<file path="src/rtl/keypad_scan_fifo.sv">
// Matrix keypad scanner with frame-level debounce and a FWFT key-code FIFO.
// Optional macro KEY_REPEAT_EN adds typematic re-push of the held key.
module keypad_scan_fifo #(
  parameter int ROWS            = 4,
  parameter int COLS            = 3,
  parameter int SCAN_CYCLES     = 4,
  parameter int DEBOUNCE_FRAMES = 3,
  parameter int FIFO_DEPTH      = 4,
`ifdef KEY_REPEAT_EN
  parameter int REPEAT_DELAY    = 32,
  parameter int REPEAT_RATE     = 8,
`endif
  localparam int KEY_W = $clog2(ROWS*COLS),
  localparam int CNT_W = $clog2(FIFO_DEPTH) + 1
) (
  input  logic             sys_clk,
  input  logic             sys_rst,
  output logic [ROWS-1:0]  row_out,
  input  logic [COLS-1:0]  col_in,
  output logic [KEY_W-1:0] key_code,
  output logic             key_valid,
  input  logic             key_ready,
  output logic             held,
  output logic [KEY_W-1:0] held_code,
  output logic [CNT_W-1:0] fifo_count,
  output logic             overflow
);

  localparam int ROW_W   = $clog2(ROWS);
  localparam int DWELL_W = $clog2(SCAN_CYCLES);
  localparam int PTR_W   = $clog2(FIFO_DEPTH);
  localparam logic [3:0] DB_CNT = 4'(DEBOUNCE_FRAMES);

  typedef enum logic [1:0] {IDLE, PRESS_DB, HELD, REL_DB} state_t;

  logic [COLS-1:0]  col_meta, col_sync;
  logic [ROW_W-1:0] row_idx;
  logic [DWELL_W-1:0] dwell;
  logic             row_last, frame_end;
  logic             hit, acc_found, frame_hit;
  logic [KEY_W-1:0] low_col, sample_code, acc_code, frame_code;

  state_t           state, state_nx;
  logic [KEY_W-1:0] cand, cand_nx;
  logic [3:0]       stable_cnt, stable_nx, rel_cnt, rel_nx;
  logic             confirm, push;

  logic [KEY_W-1:0] mem [FIFO_DEPTH];
  logic [PTR_W-1:0] rd_ptr, wr_ptr, rd_nx;
  logic [CNT_W-1:0] count_nx;
  logic [KEY_W-1:0] head_nx, push_code;
  logic             pop, full, push_ok;

  always_ff @(posedge sys_clk or posedge sys_rst) begin
    if (sys_rst) begin
      col_meta <= '0;
      col_sync <= '0;
    end else begin
      col_meta <= col_in;
      col_sync <= col_meta;
    end
  end

  assign row_last  = (dwell == DWELL_W'(SCAN_CYCLES - 1));
  assign frame_end = row_last && (row_idx == ROW_W'(ROWS - 1));
  assign row_out   = ROWS'(1) << row_idx;

  always_ff @(posedge sys_clk or posedge sys_rst) begin
    if (sys_rst) begin
      row_idx <= '0;
      dwell   <= '0;
    end else if (row_last) begin
      dwell   <= '0;
      row_idx <= (row_idx == ROW_W'(ROWS - 1)) ? '0 : row_idx + ROW_W'(1);
    end else begin
      dwell <= dwell + DWELL_W'(1);
    end
  end

  // Lowest pressed column on the current row; earlier rows win across a frame.
  always_comb begin
    hit     = |col_sync;
    low_col = '0;
    for (int c = COLS - 1; c >= 0; c--) begin
      if (col_sync[c]) low_col = KEY_W'(c);
    end
    sample_code = KEY_W'(row_idx) * KEY_W'(COLS) + low_col;
    frame_hit   = acc_found | hit;
    frame_code  = acc_found ? acc_code : sample_code;
  end

  always_ff @(posedge sys_clk or posedge sys_rst) begin
    if (sys_rst) begin
      acc_found <= 1'b0;
      acc_code  <= '0;
    end else if (frame_end) begin
      acc_found <= 1'b0;
      acc_code  <= '0;
    end else if (row_last && !acc_found && hit) begin
      acc_found <= 1'b1;
      acc_code  <= sample_code;
    end
  end

  always_ff @(posedge sys_clk or posedge sys_rst) begin
    if (sys_rst) begin
      state      <= IDLE;
      cand       <= '0;
      stable_cnt <= '0;
      rel_cnt    <= '0;
    end else begin
      state      <= state_nx;
      cand       <= cand_nx;
      stable_cnt <= stable_nx;
      rel_cnt    <= rel_nx;
    end
  end

  // A mismatching key during press debounce restarts the run on that key.
  always_comb begin
    state_nx  = state;
    cand_nx   = cand;
    stable_nx = stable_cnt;
    rel_nx    = rel_cnt;
    confirm   = 1'b0;
    if (frame_end) begin
      case (state)
        IDLE: begin
          if (frame_hit) begin
            cand_nx   = frame_code;
            stable_nx = 4'd1;
            if (DB_CNT == 4'd1) begin
              state_nx = HELD;
              confirm  = 1'b1;
            end else begin
              state_nx = PRESS_DB;
            end
          end
        end
        PRESS_DB: begin
          if (frame_hit && frame_code == cand) begin
            stable_nx = stable_cnt + 4'd1;
            if (stable_nx == DB_CNT) begin
              state_nx = HELD;
              confirm  = 1'b1;
            end
          end else if (frame_hit) begin
            cand_nx   = frame_code;
            stable_nx = 4'd1;
          end else begin
            state_nx  = IDLE;
            stable_nx = 4'd0;
          end
        end
        HELD: begin
          if (!frame_hit || frame_code != cand) begin
            if (DB_CNT == 4'd1) begin
              state_nx = IDLE;
              rel_nx   = 4'd0;
            end else begin
              state_nx = REL_DB;
              rel_nx   = 4'd1;
            end
          end
        end
        REL_DB: begin
          if (frame_hit && frame_code == cand) begin
            state_nx = HELD;
            rel_nx   = 4'd0;
          end else begin
            rel_nx = rel_cnt + 4'd1;
            if (rel_nx == DB_CNT) begin
              state_nx = IDLE;
              rel_nx   = 4'd0;
            end
          end
        end
        default: state_nx = IDLE;
      endcase
    end
  end

  always_comb begin
    held      = (state == HELD) || (state == REL_DB);
    held_code = held ? cand : '0;
  end

`ifdef KEY_REPEAT_EN
  localparam int REP_W = $clog2(REPEAT_DELAY + REPEAT_RATE + 1);
  logic [REP_W-1:0] rep_cnt, rep_cnt_nx, rep_inc;
  logic             rep_first, rep_first_nx, rep_push;

  always_ff @(posedge sys_clk or posedge sys_rst) begin
    if (sys_rst) begin
      rep_cnt   <= '0;
      rep_first <= 1'b1;
    end else begin
      rep_cnt   <= rep_cnt_nx;
      rep_first <= rep_first_nx;
    end
  end

  // Frames counted only while staying in HELD; first gap is the delay, then the rate.
  always_comb begin
    rep_cnt_nx   = rep_cnt;
    rep_first_nx = rep_first;
    rep_push     = 1'b0;
    rep_inc      = rep_cnt + REP_W'(1);
    if (state != HELD || state_nx != HELD) begin
      rep_cnt_nx   = '0;
      rep_first_nx = 1'b1;
    end else if (frame_end) begin
      if (rep_first ? (rep_inc == REP_W'(REPEAT_DELAY)) : (rep_inc == REP_W'(REPEAT_RATE))) begin
        rep_push     = 1'b1;
        rep_cnt_nx   = '0;
        rep_first_nx = 1'b0;
      end else begin
        rep_cnt_nx = rep_inc;
      end
    end
  end

  assign push = confirm | rep_push;
`else
  assign push = confirm;
`endif

  assign push_code = cand_nx;
  assign key_valid = (fifo_count != '0);
  assign pop       = key_valid & key_ready;
  assign full      = (fifo_count == CNT_W'(FIFO_DEPTH));
  assign push_ok   = push & (~full | pop);

  // key_code is a register, so the next head is resolved including a same-cycle write.
  always_comb begin
    count_nx = fifo_count;
    if (push_ok && !pop) count_nx = fifo_count + CNT_W'(1);
    else if (!push_ok && pop) count_nx = fifo_count - CNT_W'(1);
    rd_nx = pop ? rd_ptr + PTR_W'(1) : rd_ptr;
    if (count_nx == '0) head_nx = '0;
    else if (push_ok && wr_ptr == rd_nx) head_nx = push_code;
    else head_nx = mem[rd_nx];
  end

  always_ff @(posedge sys_clk or posedge sys_rst) begin
    if (sys_rst) begin
      rd_ptr     <= '0;
      wr_ptr     <= '0;
      fifo_count <= '0;
      key_code   <= '0;
      overflow   <= 1'b0;
    end else begin
      rd_ptr     <= rd_nx;
      fifo_count <= count_nx;
      key_code   <= head_nx;
      if (push_ok) wr_ptr <= wr_ptr + PTR_W'(1);
      if (push && full && !pop) overflow <= 1'b1;
    end
  end

  always_ff @(posedge sys_clk) begin
    if (push_ok) mem[wr_ptr] <= push_code;
  end

endmodule

</file>
<file path="config.mk">
export PLATFORM = sky130hd
export DESIGN_NAME = keypad_scan_fifo
export DESIGN_NICKNAME = d
export VERILOG_FILES = /design/src/rtl/keypad_scan_fifo.sv
export SDC_FILE = /design/constraint.sdc
export NUM_CORES = 1
export LEC_CHECK = 0
export ABC_AREA = 1
export CORE_MARGIN = 5
export CORE_UTILIZATION = 55
export CTS_CLUSTER_SIZE = 28
export DETAILED_ROUTE_END_ITERATION = 12
export PLACE_DENSITY = 0.86
export SLEW_MARGIN = 20
export SYNTH_ARGS = -nofsm -noshare
export SYNTH_HDL_FRONTEND = slang
export SYNTH_SLANG_ARGS = --single-unit
</file>
<file path="constraint.sdc">
create_clock -name sys_clk -period 3.9 [get_ports sys_clk]
set_input_delay 0.78 -clock sys_clk [delete_from_list [all_inputs] [get_ports sys_clk]]
set_output_delay 0.78 -clock sys_clk [all_outputs]
set_load 0.005 [all_outputs]
</file>
==> qor.log <==
qor: logic_synthesis.synthesis.nets 380
qor: cts.cts.clk_slew.worst_paths 70 ps
qor: route.ant_nets 0
qor: cells_and_area.layout_overhead_on_the_synthesized_area 15.1%
qor: timing.setup_repair_after_global_routing_missed_its_margin false
qor: run.timing.max_cap.violations 0
qor: global_routing.gr_ovfl_total 0
qor: worst_setup_path.timing.critical_path.slowest_stage_cell fa_1
qor: global_routing.overall_routing_resource_usage 0.193
qor: worst_setup_path.critical_path.reg2reg.startpoint col_sync[1]
qor: cts.cts.path.max_buffers 2
qor: global_routing.grt_start_max_net_pins 42
qor: logic_synthesis.synthSimpleGateAreaFrac 0.246
qor: route.drt_pass1_iterations 4
qor: logic_synthesis.synthMostInstantiatedCell nand2_1
qor: power_and_ir_drop.worst_ir_drop_vdd 399 µV
qor: logic_synthesis.synth_cells 354
qor: logic_synthesis.synth_edf_count 16
qor: global_routing.vias_in_the_first_global_route 2454
qor: worst_setup_path.timing.critical_path.from_type flop
qor: cts.clkLatencyLatePin 330 ps
qor: worst_setup_path.worst-endpoint-required 3900 ps
qor: die.pin_count 24
qor: logic_synthesis.synth.top_cells.by_area dfrtp_1, edfxtp_1, nand2_1
qor: worst_setup_path.worstPathCellList nor3_1 > fa_1 > ha_1 > fa_1 > inv_1 > nand2_2 > nand3_2 > nand2_2 > nor2_4 > nand2_4 > nor2_4 > inv_2 > nor3_4 > inv_1 > nor2_1
qor: worst_setup_path.setup.worst_path.start col_sync[1]
qor: die.die_w 86.0 µm
qor: logic_synthesis.synth.distinct_cells 34
qor: cts.postCtsHoldBufs 0
qor: logic_synthesis.synthMuxAreaShare 0
qor: cells_and_area.multiInputGateArea 1400 µm²
qor: route.drtIter0Drc 191
qor: cells_and_area.total_nets_final 412
qor: timing.achievable-frequency 280 MHz
qor: placed_design.post-place-ws 402 ps
qor: timing.worstMarginPinSlew 527 ps
qor: timing.timing.final.crit_share 0.916
qor: logic_synthesis.ys_dominant_reg_cell dfrtp_1
qor: cts.cts_bufs_inserted 9
qor: worst_setup_path.worst-endpoint-arrival 3570 ps
qor: worst_setup_path.cp_num_buf_inv 3
qor: logic_synthesis.netlist.area_leader.share 0.323
qor: global_routing.grt_first_pass_wirelength 11.1 mm
qor: die.floorplan.rows 27
qor: worst_setup_path.worstSetupPathType flop to flop
qor: logic_synthesis.synth-async-reset-ratio 0.719
qor: logic_synthesis.post_synth_fa_ha_maj_area_fraction 0.0836
qor: cells_and_area.layout.filler_cells 442
qor: placed_design.detailedPlacementHpwl 4.64 mm
qor: worst_setup_path.worst_path_largest_cell_delay 470 ps
qor: logic_synthesis.syn_area 3170 µm²
qor: status.status finished clean
qor: route.final_routed_wire_length_divided_by_cell_count 13.5 µm
qor: route.drt-vias-per-instance 5.19
qor: logic_synthesis.synth_warnings 0
qor: logic_synthesis.synth_top_cell_by_area dfrtp_1
qor: cells_and_area.ff_latch_area 1510 µm²
qor: timing.timing.final.setup_violations 0
qor: logic_synthesis.post_synth_xor_area_fraction 0.0308
qor: cts.numClockSinks 57
qor: cells_and_area.post_route_cells_drive_above_1_share 0.141
qor: worst_setup_path.critPathCaptureType flop
qor: logic_synthesis.synth_compound_area_frac 0.0820
qor: placed_design.placement.io_buffers 23
qor: die.floorplan.core_area 5540 µm²
qor: power_and_ir_drop.cellLeakagePower 1.72 nW
qor: cts.h-tree-depth 3
qor: timing.hold_viol_final 0
qor: route.remaining_drc_errors 0
qor: worst_setup_path.path_max_fanout 5
qor: logic_synthesis.post_synth.cell_area_avg 8.96 µm²
qor: route.route.final.wire_length 6.27 mm
qor: power_and_ir_drop.p_per_area 495 nW/µm²
qor: cts.tritoncts_clock_tree done
qor: logic_synthesis.seq_area_frac_synth 0.475
qor: timing.setup_total_negative_slack 0 ps
qor: logic_synthesis.synth-seq-cells 57
qor: worst_setup_path.critPathTopFamily simple AND/OR/NAND/NOR gates
qor: cts.ctsResizeCount 0
qor: logic_synthesis.ys_top_cells_by_count nand2_1, inv_1, dfrtp_1
qor: die.chipHeight 86.0 µm
qor: logic_synthesis.largest_family_of_logic_cells_by_synthesized_area simple AND/OR/NAND/NOR gates
qor: cells_and_area.inserted_diodes 0
qor: global_routing.initial_antenna_violation_count 0
qor: cts.cts_root_buf clkbuf_8
qor: timing.timing.final.max_slew_violations 0
qor: timing.maxSlewHeadroom 0.648
qor: die.initial_utilization 0.573
qor: cts.postCtsSetupBuffers 0
qor: timing.finalWorstSetupSlack 327 ps
qor: placed_design.final_weighted_congestion_in_routability_driven_placement 0.886
qor: die.die_area 7390 µm²
qor: min_path.min_from col_meta[0]
qor: min_path.kind_of_path_behind_the_tightest_hold_check flop to flop
qor: route.routed-via-count 2404
qor: timing.finalCriticalPeriod 3570 ps
qor: timing.finClkSkew 12.7 ps
[layout by cell type (no fill, tap or decap), types with 2 or more instances in the layout]
cell type,synthesis,routed
clkinvlp_4,0,2
xor2_1,4,4
o22ai_1,8,8
nor2_1,31,31
clkinv_2,1,3
nand3_1,15,15
nor2_4,3,3
nand2_4,5,5
nand2_2,15,15
inv_1,57,57
inv_2,3,3
nand4_1,9,9
o31ai_1,2,2
edfxtp_1,16,16
a21oi_1,4,4
o21ai_0,24,24
nand3_2,5,5
clkbuf_8,0,9
fa_1,2,2
ha_1,18,18
nand2_1,66,66
clkdlybuf4s50_1,0,23
xnor2_1,4,4
nor2_2,3,3
dfrtp_1,41,41
o21ai_1,6,6
clkinv_1,1,2
[metrics by stage]
stage                     power, W  hold slack (ps)  instance area [µm²]  cells  utilization
after floorplan            0.00116              331                 3170    354            -
after global placement     0.00132              332                 3480    447        0.629
after detailed placement   0.00134              335                 3480    447        0.629
after CTS                  0.00182              354                 3650    463        0.659
after global routing       0.00193              367                 3650    463        0.659
final                      0.00181              355                 3650    463        0.659
[power by group]
part / total, W / internal, W / switching, W / leakage (nW)
Sequential: 0.000738 / 0.000681 / 0.0000574 / 0.671
Clock: 0.000474 / 0.000228 / 0.000245 / 0.0830
Combinational: 0.000596 / 0.000253 / 0.000343 / 0.965
[worst paths after layout]
| kind | depth (start not counted) | end | slack, ps |
|---|---|---|---|
| worst max-delay path | 15 | mem[1][2] | 330 |
| worst min-delay path | 0 | col_sync[0] | 350 |
| worst max register to register | 15 | mem[1][2] | 330 |
| worst min register to register | 0 | col_sync[0] | 350 |
| max in group asynchronous | 3 | cand[1] | 2660 |
| min in group asynchronous | 3 | col_meta[0] | 870 |
[cell type report]
cell class	instances	share of cell area
Timing Repair Buffer	24	0.0651
Multi-Input combinational cell	231	0.384
Sequential cell	57	0.412
Clock buffer	9	0.0339
Inverter	63	0.0671
Clock inverter	7	0.0127
Tap cell	72	0.0247
[kinds of logic after synthesis]
kind of cell,after synthesis
xor gates and xnor gates,9
AOI/OAI and AO/OA,47
DFF,57
adders and majority gates,20
buffers and inverters,66
and+or+nand+nor,155
[worst register-to-register path, cell delays in order, from the launching register on]
cell	delay (ps)
dfrtp_1	390
nor3_1	260
fa_1	460
ha_1	220
fa_1	470
inv_1	100
nand2_2	60
nand3_2	60
nand2_2	60
nor2_4	130
nand2_4	80
nor2_4	120
inv_2	70
nor3_4	270
inv_1	180
nor2_1	310
[layer usage]
metal  vias to the layer above  wire (µm)  global-route usage
met1                      1149       2750               0.239
li1                       1195          -                   -
met4                         0         89              0.0906
met2                        52       3160               0.322
met3                         8        269              0.0394
met5                         -          0                   0
[sequential cells by signal, indices dropped and copies added, names as in the netlist, 2 cells and up, named ones only]
register,count
rel_cnt,4
mem,16
wr_ptr,2
col_meta,3
col_sync,3
rd_ptr,2
row_idx,2
key_code,4
acc_code,4
dwell,2
fifo_count,3
cand,4
stable_cnt,4
Power figures use the tool's default switching activity.
